[src/rtl/io_peripheral_unit_pkg.sv]
// Shared memory-mapped I/O constants: base address, register offsets,
// debounce default and the active-low 7-segment code table.
package io_peripheral_unit_pkg;

  localparam logic [31:0] IO_BASE = 32'h4000_0000;
  localparam logic [19:0] IO_PAGE = 20'h40000;

  localparam int DEBOUNCE_CYCLES_DEFAULT = 50000;

  localparam logic [11:0] OFF_LEDR      = 12'h000;
  localparam logic [11:0] OFF_SW        = 12'h100;
  localparam logic [11:0] OFF_KEY_STATE = 12'h200;
  localparam logic [11:0] OFF_KEY_EDGE  = 12'h204;
  localparam logic [11:0] OFF_HEX0      = 12'h300;
  localparam logic [11:0] OFF_HEX1      = 12'h304;
  localparam logic [11:0] OFF_HEX2      = 12'h308;
  localparam logic [11:0] OFF_HEX3      = 12'h30C;
  localparam logic [11:0] OFF_HEX4      = 12'h310;
  localparam logic [11:0] OFF_HEX5      = 12'h314;
  localparam logic [11:0] OFF_HEX_VALUE = 12'h318;
  localparam logic [11:0] OFF_HEX_MODE  = 12'h31C;

  // Active-low segment codes {g,f,e,d,c,b,a} for hex digits 0-F.
  localparam logic [6:0] SEG7_CODE [16] = '{
    7'h40, 7'h79, 7'h24, 7'h30, 7'h19, 7'h12, 7'h02, 7'h78,
    7'h00, 7'h10, 7'h08, 7'h03, 7'h46, 7'h21, 7'h06, 7'h0E
  };

endpackage

[src/rtl/io_peripheral_unit_if.sv]
// CPU-side load/store bus into the I/O block.
interface io_peripheral_unit_if #(
  parameter int XLEN = 32
);
  logic [XLEN-1:0] address;
  logic [XLEN-1:0] write_data;
  logic            write_enable;
  logic            read_enable;
  logic [XLEN-1:0] read_data;
  logic            io_select;

  modport master (
    output address, write_data, write_enable, read_enable,
    input  read_data, io_select
  );

  modport slave (
    input  address, write_data, write_enable, read_enable,
    output read_data, io_select
  );
endinterface

[src/rtl/io_peripheral_unit_dec7seg.sv]
// Hex digit to active-low 7-segment pattern.
module dec7seg
  import io_peripheral_unit_pkg::*;
(
  input  logic [3:0] digit,
  output logic [6:0] seg
);
  assign seg = SEG7_CODE[digit];
endmodule

[src/rtl/io_peripheral_unit_key_debouncer.sv]
// One key bit: invert (keys are active-low), 2-flop synchronize, then accept
// the synchronized level only after it has differed from the stable level for
// DEBOUNCE_CYCLES consecutive cycles. rise pulses on the accepting edge of a
// 0->1 change so the edge register sets together with the stable value.
module key_debouncer
  import io_peripheral_unit_pkg::*;
#(
  parameter int DEBOUNCE_CYCLES = DEBOUNCE_CYCLES_DEFAULT
) (
  input  logic clock,
  input  logic reset,
  input  logic key_n,
  output logic stable,
  output logic rise
);
  localparam int CNT_W = $clog2(DEBOUNCE_CYCLES + 1);
  localparam logic [CNT_W-1:0] LAST = CNT_W'(DEBOUNCE_CYCLES - 1);

  logic             sync_p0;
  logic             sync_p1;
  logic [CNT_W-1:0] cnt;

  assign rise = sync_p1 && !stable && (cnt == LAST);

  // Synchronizer chain plus the debounce counter and accepted level.
  always_ff @(posedge clock) begin
    if (reset) begin
      sync_p0 <= 1'b0;
      sync_p1 <= 1'b0;
      stable  <= 1'b0;
      cnt     <= '0;
    end else begin
      sync_p0 <= ~key_n;
      sync_p1 <= sync_p0;
      if (sync_p1 == stable) begin
        cnt <= '0;
      end else if (cnt == LAST) begin
        stable <= sync_p1;
        cnt    <= '0;
      end else begin
        cnt <= cnt + CNT_W'(1);
      end
    end
  end
endmodule

[src/rtl/io_peripheral_unit.sv]
// Memory-mapped board I/O: LEDs, switches, debounced keys with edge capture,
// and six 7-segment displays driven either raw or as a hex number.
module io_peripheral_unit
  import io_peripheral_unit_pkg::*;
#(
  parameter int XLEN            = 32,
  parameter int DEBOUNCE_CYCLES = DEBOUNCE_CYCLES_DEFAULT
) (
  input  logic                 clock,
  input  logic                 reset,
  io_peripheral_unit_if.slave  bus,
  input  logic [9:0]           SW,
  input  logic [2:0]           KEY,
  output logic [9:0]           LED,
  output logic [6:0]           HEX0,
  output logic [6:0]           HEX1,
  output logic [6:0]           HEX2,
  output logic [6:0]           HEX3,
  output logic [6:0]           HEX4,
  output logic [6:0]           HEX5
);
  logic            io_select;
  logic [11:0]     offset;
  logic            wr;
  logic [2:0]      hex_idx;
  logic [9:0]      led_reg;
  logic [6:0]      hex_raw [6];
  logic [23:0]     hex_value;
  logic            hex_mode;
  logic [2:0]      key_edge;
  logic [2:0]      key_state;
  logic [2:0]      key_rise;
  logic [2:0]      edge_clr;
  logic [9:0]      sw_p0;
  logic [9:0]      sw_p1;
  logic [6:0]      dec_seg [6];
  logic [6:0]      hex_out [6];
  logic [XLEN-1:0] rd;
  logic            unused_bits;

  assign io_select     = (bus.address[XLEN-1:12] == (XLEN-12)'(IO_PAGE));
  assign bus.io_select = io_select;
  assign offset        = bus.address[11:0];
  assign wr            = io_select && bus.write_enable;
  // HEX0..HEX5 sit at 0x300 + 4n, so bits [4:2] are the display index.
  assign hex_idx       = offset[4:2];
  assign edge_clr      = (wr && offset == OFF_KEY_EDGE) ? bus.write_data[2:0] : 3'b000;
  assign unused_bits   = ^{bus.read_enable, bus.write_data[XLEN-1:24]};

  // Writable LED / display registers; reset wins over a coincident store.
  always_ff @(posedge clock) begin
    if (reset) begin
      led_reg   <= '0;
      hex_value <= '0;
      hex_mode  <= 1'b0;
      for (int i = 0; i < 6; i++) hex_raw[i] <= '0;
    end else if (wr) begin
      case (offset)
        OFF_LEDR:      led_reg <= bus.write_data[9:0];
        OFF_HEX0, OFF_HEX1, OFF_HEX2,
        OFF_HEX3, OFF_HEX4, OFF_HEX5:
                       hex_raw[hex_idx] <= bus.write_data[6:0];
        OFF_HEX_VALUE: hex_value <= bus.write_data[23:0];
        OFF_HEX_MODE:  hex_mode <= bus.write_data[0];
        default: ;
      endcase
    end
  end

  // Switch synchronizer and key edge capture; a new edge beats a W1C clear.
  always_ff @(posedge clock) begin
    if (reset) begin
      sw_p0    <= '0;
      sw_p1    <= '0;
      key_edge <= '0;
    end else begin
      sw_p0    <= SW;
      sw_p1    <= sw_p0;
      key_edge <= (key_edge & ~edge_clr) | key_rise;
    end
  end

  // Load data mux; purely a function of address and registered state.
  always_comb begin
    rd = '0;
    if (io_select) begin
      case (offset)
        OFF_LEDR:      rd[9:0]  = led_reg;
        OFF_SW:        rd[9:0]  = sw_p1;
        OFF_KEY_STATE: rd[2:0]  = key_state;
        OFF_KEY_EDGE:  rd[2:0]  = key_edge;
        OFF_HEX0, OFF_HEX1, OFF_HEX2,
        OFF_HEX3, OFF_HEX4, OFF_HEX5:
                       rd[6:0]  = hex_raw[hex_idx];
        OFF_HEX_VALUE: rd[23:0] = hex_value;
        OFF_HEX_MODE:  rd[0]    = hex_mode;
        default: ;
      endcase
    end
  end
  assign bus.read_data = rd;

  for (genvar k = 0; k < 3; k++) begin : g_key
    key_debouncer #(.DEBOUNCE_CYCLES(DEBOUNCE_CYCLES)) u_deb (
      .clock  (clock),
      .reset  (reset),
      .key_n  (KEY[k]),
      .stable (key_state[k]),
      .rise   (key_rise[k])
    );
  end

  for (genvar n = 0; n < 6; n++) begin : g_hex
    dec7seg u_dec (
      .digit (hex_value[4*n +: 4]),
      .seg   (dec_seg[n])
    );
    assign hex_out[n] = hex_mode ? dec_seg[n] : ~hex_raw[n];
  end

  assign LED  = led_reg;
  assign HEX0 = hex_out[0];
  assign HEX1 = hex_out[1];
  assign HEX2 = hex_out[2];
  assign HEX3 = hex_out[3];
  assign HEX4 = hex_out[4];
  assign HEX5 = hex_out[5];
endmodule

[src/flat_wrapper.sv]
// flat-port wrapper written by rule: the top's interface ports become plain ports
module io_peripheral_unit_flat import io_peripheral_unit_pkg::*;
#(
  parameter int XLEN            = 32,
  parameter int DEBOUNCE_CYCLES = DEBOUNCE_CYCLES_DEFAULT
)
  (clock, reset, SW, KEY, LED, HEX0, HEX1, HEX2, HEX3, HEX4, HEX5, bus_address, bus_write_data, bus_write_enable, bus_read_enable, bus_read_data, bus_io_select);
  io_peripheral_unit_if #(.XLEN(XLEN)) bus_i ();
  input  logic clock;
  input  logic reset;
  input  logic [9:0] SW;
  input  logic [2:0] KEY;
  output logic [9:0] LED;
  output logic [6:0] HEX0;
  output logic [6:0] HEX1;
  output logic [6:0] HEX2;
  output logic [6:0] HEX3;
  output logic [6:0] HEX4;
  output logic [6:0] HEX5;
  input wire logic [$bits(bus_i.address)-1:0] bus_address;
  input wire logic [$bits(bus_i.write_data)-1:0] bus_write_data;
  input wire logic [$bits(bus_i.write_enable)-1:0] bus_write_enable;
  input wire logic [$bits(bus_i.read_enable)-1:0] bus_read_enable;
  output wire logic [$bits(bus_i.read_data)-1:0] bus_read_data;
  output wire logic [$bits(bus_i.io_select)-1:0] bus_io_select;
  assign bus_i.address = bus_address;
  assign bus_i.write_data = bus_write_data;
  assign bus_i.write_enable = bus_write_enable;
  assign bus_i.read_enable = bus_read_enable;
  assign bus_read_data = bus_i.read_data;
  assign bus_io_select = bus_i.io_select;
  io_peripheral_unit #(.XLEN(XLEN), .DEBOUNCE_CYCLES(DEBOUNCE_CYCLES)) u_core (.clock(clock), .reset(reset), .bus(bus_i), .SW(SW), .KEY(KEY), .LED(LED), .HEX0(HEX0), .HEX1(HEX1), .HEX2(HEX2), .HEX3(HEX3), .HEX4(HEX4), .HEX5(HEX5));
endmodule
[config.mk]
export PLATFORM = sky130hd
export DESIGN_NAME = io_peripheral_unit_flat
export DESIGN_NICKNAME = d
export VERILOG_FILES = /design/src/rtl/io_peripheral_unit_pkg.sv /design/src/rtl/io_peripheral_unit_if.sv /design/src/rtl/io_peripheral_unit_dec7seg.sv /design/src/rtl/io_peripheral_unit_key_debouncer.sv /design/src/rtl/io_peripheral_unit.sv /design/src/flat_wrapper.sv
export SDC_FILE = /design/constraint.sdc
export NUM_CORES = 1
export LEC_CHECK = 0
export ABC_CLOCK_PERIOD_IN_PS = 2400
export BUFFER_PORTS_ARGS = -buffer_cell sky130_fd_sc_hd__buf_2
export CORE_MARGIN = 4
export CORE_UTILIZATION = 50
export DETAILED_ROUTE_END_ITERATION = 7
export PLACE_DENSITY = 0.76
export SKIP_CTS_REPAIR_TIMING = 1
export SLEW_MARGIN = 20
export SYNTH_ARGS = -nofsm -noshare
export SYNTH_HDL_FRONTEND = slang
export SYNTH_SLANG_ARGS = --single-unit
[constraint.sdc]
create_clock -name clock -period 2.4 [get_ports clock]
set_input_delay 0.24 -clock clock [delete_from_list [all_inputs] [get_ports clock]]
set_output_delay 0.24 -clock clock [all_outputs]
set_load 0.05 [all_outputs]
# Word-level counts from Yosys, hierarchy flattened
# Memory sizes are Yosys's and may differ from the RTL's.
# Index checks and enable logic that the tools add are counted.
# classes
bitwise,21
n_eq_ne,18
n_addsub,3
n_reduce_logical,23
n_shift,0
mul,0
muxes,34
magnitude_cmp,6
n_div,0
# op_table
cell,n
$mux 7,19
$eq 12x10->1 const B,10
$add 16x1->16 const B,3
$eq 16x16->1 const B,3
$not 7->7,6
$ge 5x5->1 const B,6
$not 4->5,6
$mux 24,1
$eq 20x19->1 const B,1
$pmux 4 s4,1
$mux 14,1
$eq 12x9->1 const B,1
$logic_not 12->1,1
$pmux 2 s6,1
$reduce_and 2->1,6
$pmux 3 s3,1
$reduce_or 3->1,3
$logic_and 1x1->1,8
$mux 1,7
$pmux 1 s7,1
$reduce_or 7->1,1
$mux 3,2
$not 1->1,6
$reduce_or 6->1,1
other kinds (5),9
# totals
latchBits,0
wordCells,130
out_inout_bits,85
memories,7
reg_bits,115
inputBits,81
rom_bits,672
ramBits,42
# memory_table
name,words,word_bits,rd,rd_ports_with_merged_regs,write_ports,line,text
(no name shown),16,7,1,0,0,io_peripheral_unit_dec7seg.sv:8,assign seg = SEG7_CODE[digit];
(no name shown),16,7,1,0,0,io_peripheral_unit_dec7seg.sv:8,
(no name shown),16,7,1,0,0,io_peripheral_unit_dec7seg.sv:8,
(no name shown),16,7,1,0,0,io_peripheral_unit_dec7seg.sv:8,
(no name shown),16,7,1,0,0,io_peripheral_unit_dec7seg.sv:8,
(no name shown),16,7,1,0,0,io_peripheral_unit_dec7seg.sv:8,
1 more memories,n/a,n/a,n/a,n/a,n/a,n/a,

# Logic depth before layout (Yosys ltp)
# Gate-level depths: netlist (run 1).
# depth
ltp_word,8
mapped_depth,8
mapped_depth_nobuf,6

# By module
# A second synthesis (run 1) with hierarchy kept.
# unflattened
hier_cells,993
hier_area_um2,9766.9
# modules_own_cells
mod,n_inst,seq_area_each_um2,cells_per_inst,area_each_um2
io_peripheral_unit,1,2842.7,521,5594.1
key_debouncer,3,380.4,92,847.1
dec7seg (u_core.g_hex[1].u_dec ...),3,0.0,33,269.0
dec7seg (u_core.g_hex[0].u_dec ...),2,0.0,32,275.3
dec7seg (u_core.g_hex[5].u_dec),1,0.0,33,274.0

# Least setup slack after synthesis (run 1)
# No wires, ideal clock.
# synth_timing
path_kind,input to output
from,input port bus_address[7]
to,output port bus_read_data[0]
cell_stages,5
setup_slack_ps,-1692
arrival_time_ps,3852
t_required_ps,2160
n_path_buf,0
cell_sequence,or4_4 -> or2_1 -> nor2_2 -> o211ai_1 -> a2111oi_0
# synth_between
elab_chain_len,4
elab_cells_between_ends,15
cone_classes,eq/ne (11); mux (2); reduce/logical (2)
# synth_lines
element,line,text
"start, declared",flat_wrapper.sv:20,input wire logic [$bits(bus_i.address)-1:0] bus_address;
$eq 12x10->1,io_peripheral_unit.sv:87,case (offset)
$reduce_or 6->1,io_peripheral_unit.sv:87,
$pmux 1 s7 (*),io_peripheral_unit.sv:87,
$mux 24 (*),io_peripheral_unit.sv:86,if (io_select) begin
"end, declared",flat_wrapper.sv:24,output wire logic [$bits(bus_i.read_data)-1:0] bus_read_data;
# Mark *: on every way between the ends. The rest lies on a longest branch, timed or not.

# Worst setup path in the final report (run 1)
# layout_timing
from,input port bus_address[7]
to,output port bus_read_data[2]
# layout_between
elab_chain_len,4
elab_cells_between_ends,14
cone_classes,eq/ne (10); mux (2); reduce/logical (2)
# layout_lines
element,line
$eq 12x10->1,io_peripheral_unit.sv:87
$reduce_or 6->1,io_peripheral_unit.sv:87
$pmux 2 s6 (*),io_peripheral_unit.sv:87
$mux 24 (*),io_peripheral_unit.sv:86
# Marks and branches as above.

==> results.md, run 1 <==
- The routed layout has 7,554 vias.
- The startpoint identified for the worst register-to-register timing path is u_core.g_key[2].u_deb.cnt[6].
- Of the total synthesized cell area, the portion taken by XOR and XNOR cells is 0.0414.
- The final-report max-slew violation count came to 0.
- In this run the horizontal extent of the chip is 141 µm.
- The sum of buffers and inverters on the critical path is 3.
- The worst setup path is launched from an input pin.
- The synthesized design contains 42 enable-type register cells.
- The placed wire-length estimate is 16,900 µm.
- In this run the remaining antenna-violating nets after routing total 0.
- The die covers 19,900 µm².
- After the first detailed-routing iteration, the DRC count stood at 509.
- Buffers inserted during clock tree synthesis total 17.
- Broken down by cell family, the worst path's largest delay share belongs to simple AND/OR/NAND/NOR gates.
- The repair_antennas step left the layout with diodes totalling 0.
- The row count is 48.
- The count of buffers added on input and output ports is 148.
- The number of max-cap violations is 0.
- Measured against its own limit, the worst slew margin works out to 0.617.
- The clock arrives with 8.67 ps of skew.
- The number of buffers between clock root and the deepest sink is 2.
- The clock latency of the later-clocked register in the worst-skew pair is 440 ps.
- For this run, the number of Yosys warnings is 0.
- The clock period could shrink to 2360 ps.
- The startpoint-to-endpoint class of the critical path is input pin to output pin.
- The cell at the slowest stage of the critical path is sky130_fd_sc_hd__or4_4.
- Counting flops with an async set or reset pin after synthesis yields a share of 0.
- After synthesis the netlist holds a flip-flop and latch count of 157.
- Of the available clock period, the critical path in the final layout requires 0.985.
- Across every metal layer, demand over resource in global routing totals 0.224.
- STA classifies the critical path endpoint as an output pin.
- The iteration count of the initial detailed-routing pass is 5.
- The predominant post-synthesis flop cell is sky130_fd_sc_hd__dfxtp_1.
- For this run, the share of the core covered by cells in the final layout is 0.626.
- The share of synthesized area spent on multiplexers is 0.141.
- Of the cells placed in the final design, the portion with a size suffix greater than 1 is 0.253.
- The complex-gate fraction of the synthesized area came to 0.0767.
- For this run the aggregate overflow at the end of global routing stands at 0.
- The number of global-route vias before repair came to 7,008.
- The height of the chip is 141 µm.
- The number of failing setup endpoints in the final timing report is 0.
- The first global-routing pass estimated 35,500 µm of wire.
- Of the total synthesized cell area, the portion taken by AND, OR, NAND and NOR gates is 0.234.
- Data arrives at the worst endpoint at 2120 ps.
- The pin count of the biggest net entering global routing is 44.
- The number of remaining DRC errors is 0.
- Clock-pin slew was measured on the worst setup and hold paths at 70 ps.
- Walking the worst path, the cells encountered are buf_2 > or4_4 > or2_4 > buf_4 > or3_4 > a31oi_4 > buf_12.
- The final layout contains 1,264 nets.
- The post-detailed-routing wire length is 22,800 µm.
- In this run the most critical hold path is launched from SW[9].
- The average instance in the mapped netlist occupies 9.10 µm².
- The critical path startpoint is bus_address[7].
- The routed length per instance is 16.5 µm.
- Counting every instance in the synthesized netlist gives 975.
- The largest driver fanout on the critical path is 2.
- The congestion estimate from routability-driven global placement came to 0.983.
- The total power is 0.00604 W.
- Timing would allow up to 0.423 GHz.
- The cell chosen for the clock root is sky130_fd_sc_hd__clkbuf_16.
- TritonCTS built the clock tree.
- The signed area change from the synthesized netlist to the final layout is 22.4%.
- The H-tree was split into 4 levels.
- For this configuration, the core starts out at a cell density of 0.511.
- After synthesis, the netlist uses 63 different library cells.
- The area of the core is 17,400 µm².
- For this design the static power due to leakage is 4.45 nW.
- The finished layout holds 1,379 standard cells, fillers aside.
- The clock sink count is 157.
- The total instance count after detailed placement is 1,342.
- The min-delay analysis places its worst path in the category input pin to register.
- The mapped netlist covers 8880 µm².
- The slew at the pin closest to its max-slew limit is 568 ps.
- For this design the ratio of total power to cell area is 556 nW/µm².
- The final-report hold violation count is 0.
- The longest individual stage delay on the worst path is 540 ps.
- After synthesis, the largest family of logic cells by area is simple AND/OR/NAND/NOR gates.
- The share of the Yosys chip area taken by registers is 0.401.
- The run finished with clean final reports.
- The worst-case IR drop observed on VDD is 0.567 mV.
- The area share of fa/ha/maj cells after synthesis is 0.0603.
- For the worst setup path, the data required time is 2160 ps.
- The number of antenna violations at the first check in global routing is 0.
- 166 I/O pins were placed.
- The per-cell via count in the routed design is 5.48.
## per-layer routing
layer,vias to the layer above,routed length [µm],global-route usage
met1,3512,9590,0.277
met5,-,0,0
met3,64,1330,0.0458
met2,245,11100,0.379
li1,3733,-,-
met4,0,763,0.0923
## registers in the layout, summed over array words and instances (netlist names)
name	count
u_core.LED	10
u_core.g_key.u_deb.cnt	48
u_core.g_key.u_deb.stable	3
u_core.g_key.u_deb.sync_p0	3
u_core.g_key.u_deb.sync_p1	3
u_core.hex_mode	1
u_core.hex_raw	42
u_core.hex_value	24
u_core.key_edge	3
u_core.sw_p0	10
u_core.sw_p1	10
## cells by family (layout without fill, tap and decap cells)
| kind of cell | after synthesis | count (layout) |
|---|---|---|
| mux | 122 | 122 |
| buf+inv | 90 | 262 |
| xor+xnor | 42 | 42 |
| simple gates | 410 | 410 |
| compound gates | 110 | 110 |
| flops | 157 | 157 |
| fa+ha+maj | 43 | 43 |
| other cells | 1 | 8 |
## synth_stat cells, drive strengths merged, types with 2 or more instances
cell type / number / area [µm²]
or4b: 4 / 40.0
or4: 8 / 63.8
xnor2: 16 / 140
nand2: 36 / 135
inv: 34 / 128
o31ai: 3 / 22.5
o21ai: 24 / 120
or3: 6 / 37.5
or2: 2 / 12.5
nor4: 10 / 90.1
nand4: 14 / 109
and2: 33 / 206
edfxtp: 42 / 1260
nor2b: 31 / 194
mux2: 17 / 191
nand2b: 5 / 31.3
a21oi: 29 / 145
clkbuf: 34 / 129
nor2: 186 / 711
nor3: 25 / 130
and3: 7 / 43.8
mux2i: 104 / 1040
nand4b: 3 / 26.3
a22oi: 21 / 158
xor2: 26 / 228
dfxtp: 115 / 2300
buf: 22 / 134
ha: 42 / 526
and4: 4 / 35.0
a31oi: 12 / 75.1
o22ai: 7 / 43.8
nand3: 28 / 140
a32oi: 6 / 52.6
nand3b: 4 / 30.0
## per-stage QoR
stage	TNS, ps	hold WS, ps	setup slack (ps)	instance area, µm²
floorplan	-703	307	-130	8960
global placement	-36.3	394	-18.2	10100
detailed placement	-20.1	393	-8.82	10100
CTS	-77.8	-72.0	-27.4	10700
global route	-19.7	5.58	-6.02	10900
finish	0	4.23	36.1	10900
## layout by cell type, fill, tap and decap left out, types with 28 or more instances in the layout
master / instances
sky130_fd_sc_hd__mux2i_1: 104
sky130_fd_sc_hd__nor2b_1: 31
sky130_fd_sc_hd__a21oi_1: 28
sky130_fd_sc_hd__dfxtp_1: 104
sky130_fd_sc_hd__buf_4: 47
sky130_fd_sc_hd__inv_1: 33
sky130_fd_sc_hd__nand3_1: 28
sky130_fd_sc_hd__nand2_1: 36
sky130_fd_sc_hd__buf_2: 135
sky130_fd_sc_hd__ha_1: 42
sky130_fd_sc_hd__nor2_1: 182
sky130_fd_sc_hd__edfxtp_1: 42
## area by class of cell
class	count	area, µm²
clock buffers	17	425
clock inverters	15	173
fillers	1410	6490
inverters	34	128
multi-input cells	735	5060
flip-flops and latches	157	3580
well taps	225	282
repair buffers	196	1220
## worst paths after layout
| check | to | slack (ps) | cells past startpoint |
|---|---|---|---|
| setup reg to reg | u_core.g_key[2].u_deb.cnt[6] | 470 | 4 |
| hold / removal | u_core.sw_p0[9] | 4 | 2 |
| setup / recovery | bus_read_data[2] | 40 | 7 |
| hold reg to reg | u_core.g_key[2].u_deb.sync_p1 | 440 | 1 |
## power breakdown
part | leakage, nW | total [W] | internal (W) | switching [W]
Combinational | 2.82 | 0.000516 | 0.000159 | 0.000357
Sequential | 1.34 | 0.00281 | 0.00277 | 0.0000384
Clock | 0.292 | 0.00271 | 0.00149 | 0.00123
Total | 4.45 | 0.00604 | 0.00442 | 0.00162
Power figures use the tool's default switching activity.
==> inputs of run 2 (changes only) <==
ABC_CLOCK_PERIOD_IN_PS = 3100   (was 2400)
PLACE_DENSITY = 0.73   (was 0.76)
clock period = 3.1 ns   (was 2.4 ns; I/O delays follow)
==> results.md, run 2 (synthesis gave the netlist of run 1 again) <==
- The total die area is 19,900 µm² (unchanged).
- The final-report max-slew violation count was 0 (unchanged).
- The worst register-to-register path begins at u_core.g_key[0].u_deb.cnt[7].
- The number of buffers inserted during clock tree synthesis was 17 (unchanged).
- The run finished with clean final reports.
- The required time of the critical path came to 2790 ps (+630 ps).
- TritonCTS built the clock tree.
- The count of pins on the block boundary was 166 (unchanged).
- Setup repair after global routing left no endpoint under its margin.
- The path class of the lowest-slack min-delay path is input pin to register.
- The row count is 48 (unchanged).
- The pin count of the biggest net entering global routing is 44 (unchanged).
- The utilization after layout is 0.600 (-0.0261).
- The hold path startpoint is KEY[2].
- The ratio of total power to cell area was 443 nW/µm² (-20%).
- The worst clock skew came to 7.09 ps (-1.58 ps).
- The critical path in this run is classified as input pin to output pin.
- The total power is 0.00461 W (-24%).
- The total number of vias was 7,395 (-2.1%).
- The clock latency of the later-clocked register in the worst-skew pair was 430 ps (about the same).
- The clock sink count is 157 (unchanged).
- The final-report hold violation count is 0 (unchanged).
- The achievable clock frequency is 0.349 GHz.
- The root buffer cell chosen for the clock tree is sky130_fd_sc_hd__clkbuf_16.
- The reg-to-reg setup timing slack came to 770 ps (+300 ps).
- The total routing usage reported by global routing came to 0.224 (+0.000470).
- The initial core utilization was 0.511 (unchanged).
- The count of routing violations after the opening detailed-route iteration is 591 (+16%).
- The per-cell via count in the routed design is 5.47 (-0.15%).
- The net total in the final layout is 1,236 (-2.2%).
- The number of buffers between clock root and the deepest sink is 2 (unchanged).
- The worst hold margin is 24.5 ps (+20.2 ps).
- STA classifies the critical path startpoint as an input pin.
- The register ranked first by flip-flop count is u_core.g_key.u_deb.cnt.
- The leakage component of the power is 4.27 nW (-3.9%).
- The largest driver fanout on the critical path is 7 (+5).
- The iteration count of the initial detailed-routing pass is 5 (unchanged).
- The clock input transition at the sequential cells of the worst setup and hold paths is 60 ps (about the same).
- The placer congestion estimate is 0.973 (-1.0%).
- The H-tree depth was 4 (unchanged).
- The number of cells on the worst hold path was 2 (unchanged).
- The global-route wire length before repair is 35,900 µm (+1.3%).
- The relative slew slack is 0.497 (-0.120).
- The commonest non-fill, non-tap cell in the layout is sky130_fd_sc_hd__nor2_1.
- The count of nets left with antenna violations after detail routing is 0 (unchanged).
- The kind of capture point of the worst setup path is an output pin.
- The height of the chip is 141 µm (unchanged).
- The number of max-cap violations is 0 (unchanged).
- The area of the core is 17,400 µm² (unchanged).
- The width of the die was 141 µm (unchanged).
- The endpoint of the worst-slack reg-to-reg timing path is u_core.g_key[0].u_deb.cnt[3].
- The post-detailed-routing wire length came to 22,000 µm (-3.5%).
- The slew at the pin closest to its max-slew limit came to 755 ps (+187 ps).
- From synthesis to final layout, the design area changed by 17.3%.
- The number of I/O port buffers is 148 (unchanged).
- The largest registers in the layout are u_core.g_key.u_deb.cnt: 48 flops, u_core.hex_raw: 42 flops, u_core.hex_value: 24 flops.
- The cell depth of the worst flop-to-flop path is 4 (unchanged).
- The placed wire-length estimate came to 16,300 µm (-3.2%).
- The number of inserted filler cells in the final layout came to 1,493 (+5.9%).
- The maximum vdd drop came to 0.411 mV (-27%).
- The number of global-route vias before repair is 6,983 (-0.36%).
- The aggregate global routing overflow is 0 (unchanged).
- The routed length per instance is 16.3 µm (-1.6%).
- The clock period minus worst slack is 2860 ps.
- The path with the worst hold slack has its endpoint at u_core.g_key[2].u_deb.sync_p0.
- The number of remaining DRC errors was 0 (unchanged).
- The number of antenna violations at the first check in global routing is 1 (+1).
- The flip-flop count of the largest register after layout is 48 (unchanged).
- The arrival time at the worst endpoint is 2550 ps (+430 ps).
- The final clock period utilization by the worst path is 0.924.
- The library cells used most frequently in the layout, excluding fill and tap cells, are 183 x sky130_fd_sc_hd__nor2_1, 148 x sky130_fd_sc_hd__buf_2, 114 x sky130_fd_sc_hd__dfxtp_1, 104 x sky130_fd_sc_hd__mux2i_1.
- The number of failing setup endpoints in the final timing report is 0 (unchanged).
- The sum of negative setup slack was 0 ps (unchanged).
- The proportion of layout cells with a drive suffix above 1 came to 0.207 (-0.0461).
==> run 2: cell types whose count changed in the layout (fill, tap and decap cells not counted), moves of 4 or more <==
| cell | change |
|---|---|
| sky130_fd_sc_hd__buf_4 | -28 |
| sky130_fd_sc_hd__dlygate4sd3_1 | -4 |
| sky130_fd_sc_hd__dfxtp_2 | -9 |
| sky130_fd_sc_hd__dfxtp_1 | +10 |
| sky130_fd_sc_hd__and2_1 | +10 |
| sky130_fd_sc_hd__and2_2 | -10 |
| sky130_fd_sc_hd__buf_2 | +13 |
==> run 2: area by class of cell <==
class	count	area (µm²)	share of cell area
clock inverter	12	123	0.0118
inverter	34	128	0.0123
tap	225	282	0.0270
timing repair buffer	168	903	0.0867
antenna	1	2.50	0.000240
multi-input combinational	735	4950	0.476
clock buffer	20	457	0.0439
sequential	157	3560	0.342
==> run 2: worst max path at each step <==
stage	startpoint	endpoint	depth (start not counted)
global placement	bus_address[7]	bus_read_data[0]	7
floorplan	bus_address[7]	bus_read_data[0]	5
CTS	bus_address[7]	bus_read_data[0]	7
detailed placement	bus_address[7]	bus_read_data[0]	7
finish	bus_address[7]	bus_read_data[0]	7
global route	bus_address[7]	bus_read_data[0]	7
==> run 2: worst max-delay path: stages <==
cell	delay (ps)
sky130_fd_sc_hd__buf_2	100
sky130_fd_sc_hd__or4_4	580
sky130_fd_sc_hd__or2_1	300
sky130_fd_sc_hd__nor2_2	230
sky130_fd_sc_hd__o211ai_1	160
sky130_fd_sc_hd__a2111oi_2	510
sky130_fd_sc_hd__buf_2	350
==> run 2: metal layers <==
layer | GRT usage | routed length, µm | vias up
li1 | - | - | 3673
met1 | 0.288 | 9510 | 3448
met2 | 0.369 | 10400 | 234
met3 | 0.0509 | 1520 | 40
met4 | 0.0857 | 589 | 0
met5 | 0 | 0 | -
==> run 2: power breakdown <==
group | switching [W] | internal, W
Sequential | 0.0000280 | 0.00215
Combinational | 0.000272 | 0.000111
Clock | 0.000887 | 0.00117
Total | 0.00119 | 0.00343
==> run 2: per-stage QoR <==
step,std cells,setup slack (ps),instance area [µm²]
after detailed placement,1319,270,9830
final,1352,236,10400
after floorplan,982,177,8910
after CTS,1351,267,10400
after global routing,1352,149,10400
after global placement,1319,285,9830
==> inputs of run 3 (changes only) <==
CORE_UTILIZATION = 25   (was 50)
PLACE_DENSITY = default   (was 0.73)
REMOVE_ABC_BUFFERS = 1   (was default)
==> results.md, run 3 (synthesis gave the netlist of run 1 again) <==
- The family of cells with the greatest summed delay on the critical path is simple AND/OR/NAND/NOR gates.
- The flip-flop count of the largest register after layout is 48 (unchanged).
- The endpoint of the worst-slack reg-to-reg timing path is u_core.g_key[2].u_deb.cnt[2].
- The maximum vdd drop is 0.399 mV (-2.9%).
- The relative slew slack came to 0.456 (-0.0404).
- The worst setup path is launched from an input pin.
- The flow ran to the end, and the final reports show no timing, DRC or antenna violations.
- The per-cell via count in the routed design is 4.63 (-15%).
- The total number of vias is 7,365 (-0.41%).
- The row count is 68 (+42%).
- The library cell used most frequently in the layout, excluding fill and tap cells, is sky130_fd_sc_hd__nor2_1.
- The number of buffers between clock root and the deepest sink is 2 (unchanged).
- The pin count of the biggest net entering global routing is 29 (-34%).
- The width of the die came to 196 µm (+39%).
- The minimum setup slack in the final design was 118 ps (-118 ps).
- The global-route wire length before repair came to 39,200 µm (+9.1%).
- The final-report hold violation count came to 0 (unchanged).
- The total die area is 38,600 µm² (+93%).
- The initial core utilization came to 0.255 (-0.256).
- The final-report max-slew violation count is 0 (unchanged).
- The total routing usage reported by global routing came to 0.129 (-0.0954).
- The number of cells on the worst hold path came to 2 (unchanged).
- The number of max-cap violations is 0 (unchanged).
- The proportion of layout cells with a drive suffix above 1 came to 0.209 (+0.00244).
- Setup repair after global routing left no endpoint under its margin.
- The worst clock skew is 8.19 ps (+1.10 ps).
- The number of buffers inserted during clock tree synthesis is 17 (unchanged).
- The count of routing violations after the opening detailed-route iteration is 492 (-17%).
- The count of placed standard cells in the final layout, fillers left out is 1,590 (+18%).
- The routed length per instance is 16.0 µm (-1.9%).
- The number of failing setup endpoints in the final timing report came to 0 (unchanged).
- The largest registers in the layout are u_core.g_key.u_deb.cnt: 48 flops, u_core.hex_raw: 42 flops, u_core.hex_value: 24 flops.
- The number of global-route vias before repair came to 6,996 (+0.19%).
- The total power came to 0.00477 W (+3.5%).
- The slew at the pin closest to its max-slew limit was 808 ps (+53.2 ps).
- The total instance count after detailed placement came to 1,555 (+18%).
- The number of antenna violations at the first check in global routing is 1 (unchanged).
- TritonCTS built the clock tree.
- The sum of buffers and inverters on the critical path came to 3 (+1).
- The startpoint identified for the worst hold timing path is KEY[1].
- The H-tree depth was 4 (unchanged).
- The leakage component of the power is 4.32 nW (+1.2%).
- The clock latency of the later-clocked register in the worst-skew pair came to 420 ps (about the same).
- The register with the most flip-flops in the final layout is u_core.g_key.u_deb.cnt.
- The number of remaining DRC errors is 0 (unchanged).
- The cell at the slowest stage of the critical path is sky130_fd_sc_hd__or4_4.
- The largest driver fanout on the critical path is 7 (unchanged).
- The final clock period utilization by the worst path is 0.962 (+0.0379).
- The height of the chip is 196 µm (+39%).
- The iteration count of the initial detailed-routing pass is 5 (unchanged).
- The worst hold path terminates at u_core.g_key[1].u_deb.sync_p0.
- The worst slack after detailed placement was 143 ps (-127 ps).
- The area of the core is 34,800 µm² (+100%).
- The reg-to-reg setup timing slack is 700 ps (-70 ps).
- The startpoint-to-endpoint class of the critical path is input pin to output pin.
- The cell chosen for the clock root is sky130_fd_sc_hd__clkbuf_16.
- The required time of the critical path is 2790 ps (about the same).
- The achievable clock frequency was 0.335 GHz (-3.9%).
- The critical path goes through buf_2 > or4_4 > or2_1 > nor2_2 > o211ai_1 > a2111oi_1 > buf_4 > buf_12.
- The signed area change from the synthesized netlist to the final layout is 22.0%.
- The count of nets left with antenna violations after detail routing is 0 (unchanged).
- The utilization after layout is 0.311 (-0.289).
- The placer congestion estimate is 0.931 (-4.3%).
- The longest individual stage delay on the worst path is 600 ps (+20 ps).
- The aggregate global routing overflow is 0 (unchanged).
- The clock sink count is 157 (unchanged).
- The ratio of total power to cell area came to 441 nW/µm² (-0.47%).
- The count of pins on the block boundary came to 166 (unchanged).
- The clock input transition at the sequential cells of the worst setup and hold paths is 60 ps (about the same).
- The clock period minus worst slack is 2980 ps (+118 ps).
- In the layout the commonest cells are 183 x sky130_fd_sc_hd__nor2_1, 145 x sky130_fd_sc_hd__buf_2, 114 x sky130_fd_sc_hd__dfxtp_1, 104 x sky130_fd_sc_hd__mux2i_1.
- The worst hold path belongs to the class input pin to register.
- The cell depth of the worst flop-to-flop path is 4 (unchanged).
- The number of I/O port buffers is 148 (unchanged).
- The post-detailed-routing wire length is 25,400 µm (+15%).
- The net total in the final layout is 1,242 (+0.49%).
- The worst setup path is captured at an output pin.
- The placed wire-length estimate is 19,300 µm (+18%).
- The arrival time at the worst endpoint is 2670 ps (+120 ps).
- The startpoint identified for the worst register-to-register timing path is u_core.g_key[2].u_deb.cnt[13].
==> run 3: cell type report <==
cell class / count / area (µm²)
clock inverter: 12 / 156
fill: 3625 / 24000
tap: 455 / 569
antenna: 3 / 7.51
sequential: 157 / 3560
multi-input combinational: 735 / 4950
inverter: 34 / 128
clock buffer: 20 / 457
timing repair buffer: 174 / 993
==> run 3: how the worst max path moves through the flow <==
stage,end,slack [ps],start,depth (start not counted)
floorplan,bus_read_data[0],-1690,u_core.hex_mode,4
global placement,bus_read_data[0],140,bus_address[7],8
detailed placement,bus_read_data[0],140,bus_address[7],8
CTS,bus_read_data[0],120,bus_address[7],8
global route,bus_read_data[0],40,bus_address[7],8
finish,bus_read_data[0],120,bus_address[7],8
==> run 3: report_power, final <==
part           leakage (nW)  internal, W  switching, W  total (W)
registers              1.33      0.00215     0.0000270    0.00217
logic                  2.68     0.000112      0.000283   0.000395
clock network         0.308      0.00132      0.000886    0.00221
total                  4.32      0.00358       0.00120    0.00477
==> run 3: per-layer routing <==
layer / global-route usage / vias to the layer above / routed length, µm
met5: 0 / - / 0
met4: 0.0336 / 0 / 335
met3: 0.0260 / 18 / 1560
met2: 0.210 / 227 / 11800
met1: 0.175 / 3449 / 11700
li1: - / 3671 / -
==> run 3: metrics by stage <==
stage          setup TNS [ps]  hold WS, ps  instance area [µm²]
6_report                    0         25.8                10800
5_1_grt                     0         6.99                10800
4_1_cts                     0       -0.920                10800
3_5_place_dp                0          422                10200
3_3_place_gp                0          423                10200
2_1_floorplan           -1690          377                 8640
